--- config.mk ---
export PLATFORM = sky130hd
export DESIGN_NAME = tx_prbs_upsampler
export DESIGN_NICKNAME = d
export VERILOG_FILES = /design/src/rtl/tx_prbs_upsampler.sv
export SDC_FILE = /design/constraint.sdc
export NUM_CORES = 1
export LEC_CHECK = 0
export CELL_PAD_IN_SITES_DETAIL_PLACEMENT = 1
export CELL_PAD_IN_SITES_GLOBAL_PLACEMENT = 2
export CORE_ASPECT_RATIO = 0.75
export CORE_MARGIN = 1.5
export CORE_UTILIZATION = 30
export DETAILED_ROUTE_END_ITERATION = 10
export GPL_TIMING_DRIVEN = 0
export PLACE_DENSITY = 0.7
export REMOVE_ABC_BUFFERS = 1
export SLEW_MARGIN = 20
export SYNTH_ARGS = -nofsm -noshare
export SYNTH_HDL_FRONTEND = slang
export SYNTH_HIERARCHICAL = 1
export SYNTH_SLANG_ARGS = --single-unit
--- constraint.sdc ---
create_clock -name i_clock -period 1.9 [get_ports i_clock]
set_input_delay 0.38 -clock i_clock [delete_from_list [all_inputs] [get_ports i_clock]]
set_output_delay 0.38 -clock i_clock [all_outputs]
set_load 0.01 [all_outputs]
--- src/rtl/tx_prbs_upsampler.sv ---
// PRBS9 QPSK symbol source with zero-stuffed upsampling by OS and a CLK_DIV tick divider.
// One lane per quadrature branch; each lane owns its LFSR and registered symbol/bit outputs.

module tx_prbs_lane #(
    parameter int         NB_OUTPUT = 8,
    parameter int         AMPLITUDE = 64,
    parameter logic [8:0] SEED      = 9'h1AA
) (
    input  logic                        i_clock,
    input  logic                        i_reset,
    input  logic                        i_tick,
    input  logic                        i_symbol,
    output logic signed [NB_OUTPUT-1:0] o_symb,
    output logic                        o_bit
);

    localparam logic signed [NB_OUTPUT-1:0] POS = NB_OUTPUT'(AMPLITUDE);
    localparam logic signed [NB_OUTPUT-1:0] NEG = -POS;

    logic [8:0] prbs;

    // x^9+x^5+1; an all-zero register is a lock-up state, so recover to the seed
    always_ff @(posedge i_clock or posedge i_reset) begin
        if (i_reset) begin
            prbs <= SEED;
        end else if (prbs == 9'd0) begin
            prbs <= SEED;
        end else if (i_tick && i_symbol) begin
            prbs <= {prbs[7:0], prbs[8] ^ prbs[4]};
        end
    end

    always_ff @(posedge i_clock or posedge i_reset) begin
        if (i_reset) begin
            o_symb <= '0;
            o_bit  <= 1'b0;
        end else if (i_tick) begin
            if (i_symbol) begin
                o_symb <= prbs[8] ? NEG : POS;
                o_bit  <= prbs[8];
            end else begin
                o_symb <= '0;
            end
        end
    end

endmodule

module tx_prbs_upsampler #(
    parameter int         NB_OUTPUT  = 8,
    parameter int         NBF_OUTPUT = 7,
    parameter int         AMPLITUDE  = 64,
    parameter int         OS         = 4,
    parameter int         CLK_DIV    = 1,
    parameter logic [8:0] SEED_I     = 9'h1AA,
    parameter logic [8:0] SEED_Q     = 9'h1FE,
    localparam int        PW         = (OS > 1) ? $clog2(OS) : 1
) (
    input  logic                        i_clock,
    input  logic                        i_reset,
    input  logic                        i_enable,
    output logic signed [NB_OUTPUT-1:0] o_symb_I,
    output logic signed [NB_OUTPUT-1:0] o_symb_Q,
    output logic                        o_valid,
    output logic                        o_bit_I,
    output logic                        o_bit_Q,
    output logic [PW-1:0]               o_phase
);

    localparam int NUM_LANES = 2;
    localparam int CW        = (CLK_DIV > 1) ? $clog2(CLK_DIV) : 1;
    localparam logic [NUM_LANES-1:0][8:0] SEEDS = {SEED_Q, SEED_I};

    if (AMPLITUDE < 1 || AMPLITUDE > 2**(NB_OUTPUT-1) - 1) begin : g_bad_amplitude
        $error("AMPLITUDE out of range for NB_OUTPUT");
    end
    if (OS < 1 || CLK_DIV < 1) begin : g_bad_rate
        $error("OS and CLK_DIV must be at least 1");
    end
    if (NBF_OUTPUT >= NB_OUTPUT) begin : g_bad_format
        $error("NBF_OUTPUT must leave a sign bit");
    end
    if (SEED_I == 9'd0 || SEED_Q == 9'd0) begin : g_bad_seed
        $error("PRBS seeds must be nonzero");
    end

    logic [CW-1:0] tick_cnt;
    logic [PW-1:0] phase;
    logic          tick;
    logic          symbol_phase;

    logic [NUM_LANES-1:0][NB_OUTPUT-1:0] lane_symb;
    logic [NUM_LANES-1:0]                lane_bit;

    assign tick         = i_enable && (tick_cnt == CW'(CLK_DIV - 1));
    assign symbol_phase = (phase == '0);

    always_ff @(posedge i_clock or posedge i_reset) begin
        if (i_reset) begin
            tick_cnt <= '0;
        end else if (i_enable) begin
            tick_cnt <= tick ? '0 : tick_cnt + CW'(1);
        end
    end

    always_ff @(posedge i_clock or posedge i_reset) begin
        if (i_reset) begin
            phase <= '0;
        end else if (tick) begin
            phase <= (phase == PW'(OS - 1)) ? '0 : phase + PW'(1);
        end
    end

    // Strobe and phase tag are registered alongside the lane samples so they stay aligned
    always_ff @(posedge i_clock or posedge i_reset) begin
        if (i_reset) begin
            o_valid <= 1'b0;
            o_phase <= '0;
        end else begin
            o_valid <= tick;
            if (tick) begin
                o_phase <= phase;
            end
        end
    end

    for (genvar g = 0; g < NUM_LANES; g++) begin : g_lane
        tx_prbs_lane #(
            .NB_OUTPUT (NB_OUTPUT),
            .AMPLITUDE (AMPLITUDE),
            .SEED      (SEEDS[g])
        ) u_lane (
            .i_clock  (i_clock),
            .i_reset  (i_reset),
            .i_tick   (tick),
            .i_symbol (symbol_phase),
            .o_symb   (lane_symb[g]),
            .o_bit    (lane_bit[g])
        );
    end

    assign o_symb_I = lane_symb[0];
    assign o_symb_Q = lane_symb[1];
    assign o_bit_I  = lane_bit[0];
    assign o_bit_Q  = lane_bit[1];

endmodule
==> results.txt, run 1 <==
Type of origin of the critical path = primary input
Netlist cell types = 23
Area share of the largest cell type after synthesis = 29.80%
Via count = 912
CTS-repair resized insts = 0
Util after Layout = 36.18%
Status = complete, no violations
DP Cell Count = 204
IO Count = 24
Slew Limit Fails = 0
RSZ-0062 raised after global routing = false
Final setup vio count = 0
Largest net degree at the start of global routing = 14
Crit path time final = 1.675 ns
Total CTS buffers = 5
Reg clk slew, reported paths = 0.06 ns
# nets final = 159
Top-count cell post-synth = nand2_1
Fin crit share = 88.17%
Crit path DAT = 1.87 ns
Critical Path RT = 2.09 ns
Final WL = 2678 um
Peak supply drop = 0.0007490 V
CP max stage cell = clkdlybuf4s50_1
WP buf/inv = 1
Number of synthesized flops with an enable pin = 0
Synthesized area per cell = 9.983 um^2
Yosys reg bits = 30
Setup Buffers After CTS = 0
Starting DRT DRC Count = 47
Clk_lat worst skew = 0.28 ns
Chip height = 62.74 um
Vias in the first global route = 1015
Max-cap viol count = 0
Die W = 82.66 um
Ys async rst share = 100.0%
Hold Path Class = primary input to async pin
Clock skew = 0.008392 ns
GRT Overall Usage = 12.63%
Antenna cells = 0
Cells after Synth = 143
Tot Pwr = 2780 uW
Share of layout cells above drive strength 1 = 20.65%
Seq/Total Area, Yosys = 53.72%
Root Buffer = clkbuf_8
Area Growth Syn to Fin = 14.55%
Area contributors post-synth = dfrtp_1 (30%), dfstp_2 (24%), nand2_1 (12%), buf_4 (6.3%), nand3_1 (4.6%)
CTS tree = built
Drt drc = 0
Placed Area = 1525 um^2
Detailed placement HPWL = 1909 um
Cell family with most CP delay = simple AND/OR/NAND/NOR gates
Initial antenna violation count = 0
Port bufs = 11
CP Cell Sequence = clkdlybuf4s50_1 > nor2b_4 > and2_1 > nand2_1 > o21ai_1
Worst-path maximum fanout = 13
CTS sink count = 30
Core footprint = 4519 um^2
Leakage = 0.0007714 uW
Area leader, netlist = dfrtp_1
Yosys warnings = 6
Area of the die = 5186 um^2
WL/cell = 12.63 um
Routability Congestion = 0.7163
Final Non-Filler Cells = 212
Vias per cell = 4.302
TritonRoute pass-1 iters = 4
Worst setup path class = primary input to register
Final WS setup = 0.2247 ns
Site row count = 21
Htree depth = 2
Most common library cells after synthesis = nand2_1 (45), dfrtp_1 (17), dfstp_2 (13), nand3_1 (13), buf_4 (12)
Initial core utilization = 31.59%
Final hold vios = 0
Global-route wire length before repair = 4871 um
Cell area after layout = 1635 um^2
CTS Buffer Depth = 2
Critical Path End Type = register
Cell Area, Synth = 1428 um^2
Total congestion overflow = 0
PD cells = 1700 nW/um^2
Post-Place Setup Slack = -0.07817 ns
Highest clock rate = 596.9 MHz
Top FF cell, synth = dfrtp_1
CTS Hold Bufs = 0
Post-route antenna net violation count = 0
Max incr delay on CP = 0.47 ns
==> worst reg2reg max path: cells and delay by family, from the launching register on <==
kind | cells | cell delay [ns]
AOI/OAI and AO/OA | 1 | 0.11
DFF | 1 | 0.41
and+or+nand+nor | 3 | 0.88
==> logic make-up after synthesis <==
| kind of cell | after synthesis | share of synthesized area, % |
|---|---|---|
| AO/OA/AOI/OAI | 6 | 2.103 |
| XOR/XNOR | 2 | 1.227 |
| adder cells (fa/ha/maj) | 2 | 1.753 |
| buffers and inverters | 26 | 10.87 |
| flip-flops | 30 | 53.73 |
| multiplexers | 4 | 4.207 |
| other | 2 | 0.5261 |
| AND/OR/NAND/NOR | 71 | 25.59 |
==> report_power, final <==
group | internal, uW | total, uW | switching, uW
Sequential | 1020 | 1300 | 280
Clock | 365 | 596 | 231
Combinational | 448 | 880 | 432
Total | 1840 | 2780 | 943
==> state kept, by name, summed over array words and instances, names as in the netlist <==
register / cells
g_lane.u_lane/o_bit: 2
o_valid: 1
g_lane.u_lane/prbs: 18
g_lane.u_lane/o_symb: 4
phase: 2
tick_cnt: 1
o_phase: 2
==> final timing paths <==
| kind | from | to | slack [ns] | cells past startpoint |
|---|---|---|---|---|
| min in group i_clock | g_lane[0].u_lane/o_bit$_DFFE_PP0P_ | g_lane[0].u_lane/o_bit$_DFFE_PP0P_ | 0.48 | 2 |
| max in group asynchronous | i_reset | g_lane[1].u_lane/prbs[3]$_DFFE_PP1P_ | 1.05 | 2 |
| hold / removal | i_reset | phase[0]$_DFFE_PP0P_ | 0.38 | 2 |
| setup reg to reg | tick_cnt$_DFFE_PP0P_ | g_lane[1].u_lane/o_symb[7]$_DFFE_PP0P_ | 0.42 | 4 |
| hold reg to reg | g_lane[0].u_lane/o_bit$_DFFE_PP0P_ | g_lane[0].u_lane/o_bit$_DFFE_PP0P_ | 0.48 | 2 |
| setup / recovery | i_enable | g_lane[1].u_lane/o_symb[7]$_DFFE_PP0P_ | 0.22 | 5 |
==> layer usage <==
metal / track usage (%) / part of all wire (%) / routed length, um / vias up
met2: 18.80 / 44 / 1167 / 26
met1: 16.60 / 48 / 1295 / 432
met5: 0 / 0 / 0 / -
met4: 5.000 / 1.7 / 46 / 0
met3: 4.526 / 6.3 / 169 / 6
li1: - / - / - / 448
==> through the flow <==
step | TNS (ns) | hold WS [ns]
4_1_cts | 0 | 0.3762
2_1_floorplan | 0 | 0.1710
6_report | 0 | 0.3791
5_1_grt | 0 | 0.4079
3_5_place_dp | -1.095 | 0.4784
3_3_place_gp | -0.09927 | 0.4645
==> area by class of cell <==
| type | instances | area, um^2 |
|---|---|---|
| Clock buffer | 8 | 110.1 |
| Fill cell | 521 | 2884 |
| Inverter | 9 | 33.78 |
| Multi-Input combinational cell | 97 | 543.0 |
| Sequential cell | 30 | 767.0 |
| Tap cell | 57 | 71.32 |
| Timing Repair Buffer | 11 | 110.1 |
==> cells in the final DEF (no fill, tap or decap) <==
cell type         n
clkdlybuf4s50_1  11
nand2_1          45
clkbuf_8          8
nor2b_4           1
nor4_4            2
nor2_1            3
xnor2_1           2
nand3_2           1
and2b_2           1
mux2_4            4
nor3_2            1
nand3_1          13
inv_1             9
and2_1            2
nand3_4           1
o21ai_1           5
dfrtp_1          17
conb_1           12
ha_1              2
nor3_1            1
o21ai_0           1
dfstp_2          13
No activity file was read; power rests on OpenSTA's default activity.
==> run 2, diff against run 1 <==
==> constraint.sdc (replaced) <==
create_clock -name i_clock -period 2 [get_ports i_clock]
set_input_delay 0.4 -clock i_clock [delete_from_list [all_inputs] [get_ports i_clock]]
set_output_delay 0.4 -clock i_clock [all_outputs]
set_load 0.01 [all_outputs]
==> results of run 2 <==
Same layout as run 1 (identical final DEF). Status: complete, no violations.
Among the figures that moved: setup slack after placement -0.07817 ns -> 0.001828 ns; setup slack after layout 0.2247 ns -> 0.3047 ns; hold slack 0.3791 ns -> 0.3991 ns; register-to-register setup slack 0.42 ns -> 0.52 ns; total power 2780 uW -> 2641 uW; worst IR drop on VDD 0.0007490 V -> 0.0007115 V
==> run 3, diff against run 2 <==
==> constraint.sdc (replaced) <==
create_clock -name i_clock -period 1.74 [get_ports i_clock]
set_input_delay 0.348 -clock i_clock [delete_from_list [all_inputs] [get_ports i_clock]]
set_output_delay 0.348 -clock i_clock [all_outputs]
set_load 0.01 [all_outputs]
==> run 3 against run 2 <==
  * Clock power is 15% higher
  * Non-clock buffer count stayed put
  * Count of clock-buffer cells in the layout stayed put
  * Clock skew hardly changed
  * Wire length stayed put
  * Sequential power is 15% higher
  * First-iteration DRC count is 4.3% higher
  * Worst hold slack worse by 0.052 ns
  * Critical path depth stayed put
  * Final area hardly changed
  * Die area stayed put
  * Largest cell class unchanged
  * Highest routed layer unchanged
==> results.txt, run 3 (synthesized netlist as in run 1, its figures left out) <==
Max reg flops = 18
CTS Hold Bufs = 0
GRT Overall Usage = 12.63%
Crit path launch = i_enable
GR Util met3 = 4.526%
Initial antenna violation count = 0
Biggest regs = g_lane.u_lane/prbs (18), g_lane.u_lane/o_symb (4)
Post-route antenna net violation count = 0
Initial core utilization = 31.59%
Final hold vios = 0
Worst setup path class = primary input to register
Global-route wire length before repair = 4871 um
Highest clock rate = 618.2 MHz
Critical Path End Type = register
Area of the die = 5186 um^2
Vias per cell = 4.302
PD cells = 1856 nW/um^2
Combinational share of power = 31.7%
TritonRoute pass-1 iters = 4
Htree depth = 2
Largest register by flop count = g_lane.u_lane/prbs
Final WL = 2678 um
Max incr delay on CP = 0.47 ns
Via count = 912
Core footprint = 4519 um^2
Met2 Usage GRT = 18.80%
Fin crit share = 92.97%
CTS Buffer Depth = 2
Max-cap viol count = 0
Routability Congestion = 0.7163
Type of origin of the critical path = primary input
Leakage = 0.0007721 uW
Root Buffer = clkbuf_8
Sw power = 1030 uW
Busiest grt layer = met2
Hold Path Class = primary input to async pin
Util after Layout = 36.21%
Sw Share = 33.90%
Port bufs = 11
Starting DRT DRC Count = 49
Multi-input gate area = 544.3 um^2
Crit-path most repeated cell = nand2_1
Sequential Power Share = 46.9%
CTS sink count = 30
Reg-to-reg startpoint = tick_cnt$_DFFE_PP0P_
Fill count = 522
Final setup vio count = 0
Total congestion overflow = 0
RSZ-0062 raised after global routing = true
Clk_lat worst skew = 0.28 ns
CP Cell Sequence = clkdlybuf4s50_1 > nor2b_4 > nand2_1 > nand2_1 > nand2_1
Reg clk slew, reported paths = 0.07 ns
Clock skew = 0.008392 ns
Status = complete, no violations
Slew Limit Fails = 0
WL/cell = 12.63 um
Total CTS buffers = 5
Tot Pwr = 3038 uW
Worst-path maximum fanout = 13
Share of layout cells above drive strength 1 = 21.29%
Vias in the first global route = 1015
Most common cell after layout, fill and taps aside = nand2_1
CTS tree = built
Largest net degree at the start of global routing = 14
Critical Path RT = 1.91 ns
Area Growth Syn to Fin = 14.64%
WP buf/inv = 1
Chip height = 62.74 um
Antenna cells = 0
Commonest cells after routing, fill and taps aside = nand2_1 (45), dfrtp_1 (17), nand3_1 (13), dfstp_2 (13), conb_1 (12)
Die W = 82.66 um
Detailed placement HPWL = 1909 um
Int Pwr = 2008 uW
Peak supply drop = 0.0008179 V
Storage cell area = 767.0 um^2
Site row count = 21
Met1 GRT Util = 16.60%
Crit path time final = 1.618 ns
# nets final = 159
IO Count = 24
Crit path DAT = 1.79 ns
Drt drc = 0
Clock share of power = 21.4%
CP max stage cell = clkdlybuf4s50_1
Cell family with most CP delay = simple AND/OR/NAND/NOR gates
Setup TNS = 0 ns
## run 3: cell counts in the layout (fill, tap and decap cells not counted)
Identical to the previous run, type by type.
## run 3: metal layers
layer	vias to the layer above	wire (um)
met5	-	0
met4	0	46
met3	6	169
met2	26	1167
met1	432	1295
li1	448	-
## run 3: final cells by class
| type | count | share of cell area [%] |
|---|---|---|
| Sequential cell | 30 | 46.87 |
| Timing Repair Buffer | 11 | 6.728 |
| Tap cell | 57 | 4.358 |
| Multi-Input combinational cell | 97 | 33.26 |
| Clock buffer | 8 | 6.728 |
| Inverter | 9 | 2.064 |
## run 3: worst register-to-register path, stage by stage, from the launching register on
cell and delay, ns:
dfrtp_1 0.41, nor2b_4 0.35, nand2_1 0.35, nand2_1 0.18, nand2_1 0.07
## run 3: path summary, 6_finish.rpt
check / cells past startpoint / slack [ns] / end
max in group asynchronous: 2 / 0.93 / g_lane[1].u_lane/prbs[3]$_DFFE_PP1P_
worst min register to register: 2 / 0.48 / g_lane[0].u_lane/o_bit$_DFFE_PP0P_
worst max-delay path: 5 / 0.12 / g_lane[0].u_lane/prbs[6]$_DFFE_PP0P_
worst min-delay path: 2 / 0.35 / phase[0]$_DFFE_PP0P_
min in group i_clock: 2 / 0.48 / g_lane[0].u_lane/o_bit$_DFFE_PP0P_
worst max register to register: 4 / 0.28 / g_lane[0].u_lane/prbs[6]$_DFFE_PP0P_
## run 3: through the flow
step / setup slack, ns / area, um^2 / hold WS (ns) / instances
floorplan: 0.5563 / 1344 / 0.1390 / 136
global placement: -0.1679 / 1525 / 0.4645 / 204
detailed placement: -0.2062 / 1525 / 0.4784 / 204
CTS: 0.07799 / 1635 / 0.3442 / 212
global route: -0.02412 / 1637 / 0.3759 / 212
finish: 0.1224 / 1637 / 0.3471 / 212
## run 3: repair_timing
| action | in CTS | in global routing |
|---|---|---|
| buffers inserted | 0 | 0 |
| setup endpoints to repair | 0 | 9 |
| gates resized for setup | 0 | 1 |
## run 3: power by group through the flow
stage | registers, uW | logic, uW | clock network, uW
2_1_floorplan | 1400 | 640 | 0
3_3_place_gp | 1410 | 938 | 0
3_5_place_dp | 1440 | 977 | 0
4_1_cts | 1430 | 983 | 680
5_1_grt | 1470 | 1090 | 715
6_report | 1420 | 963 | 651
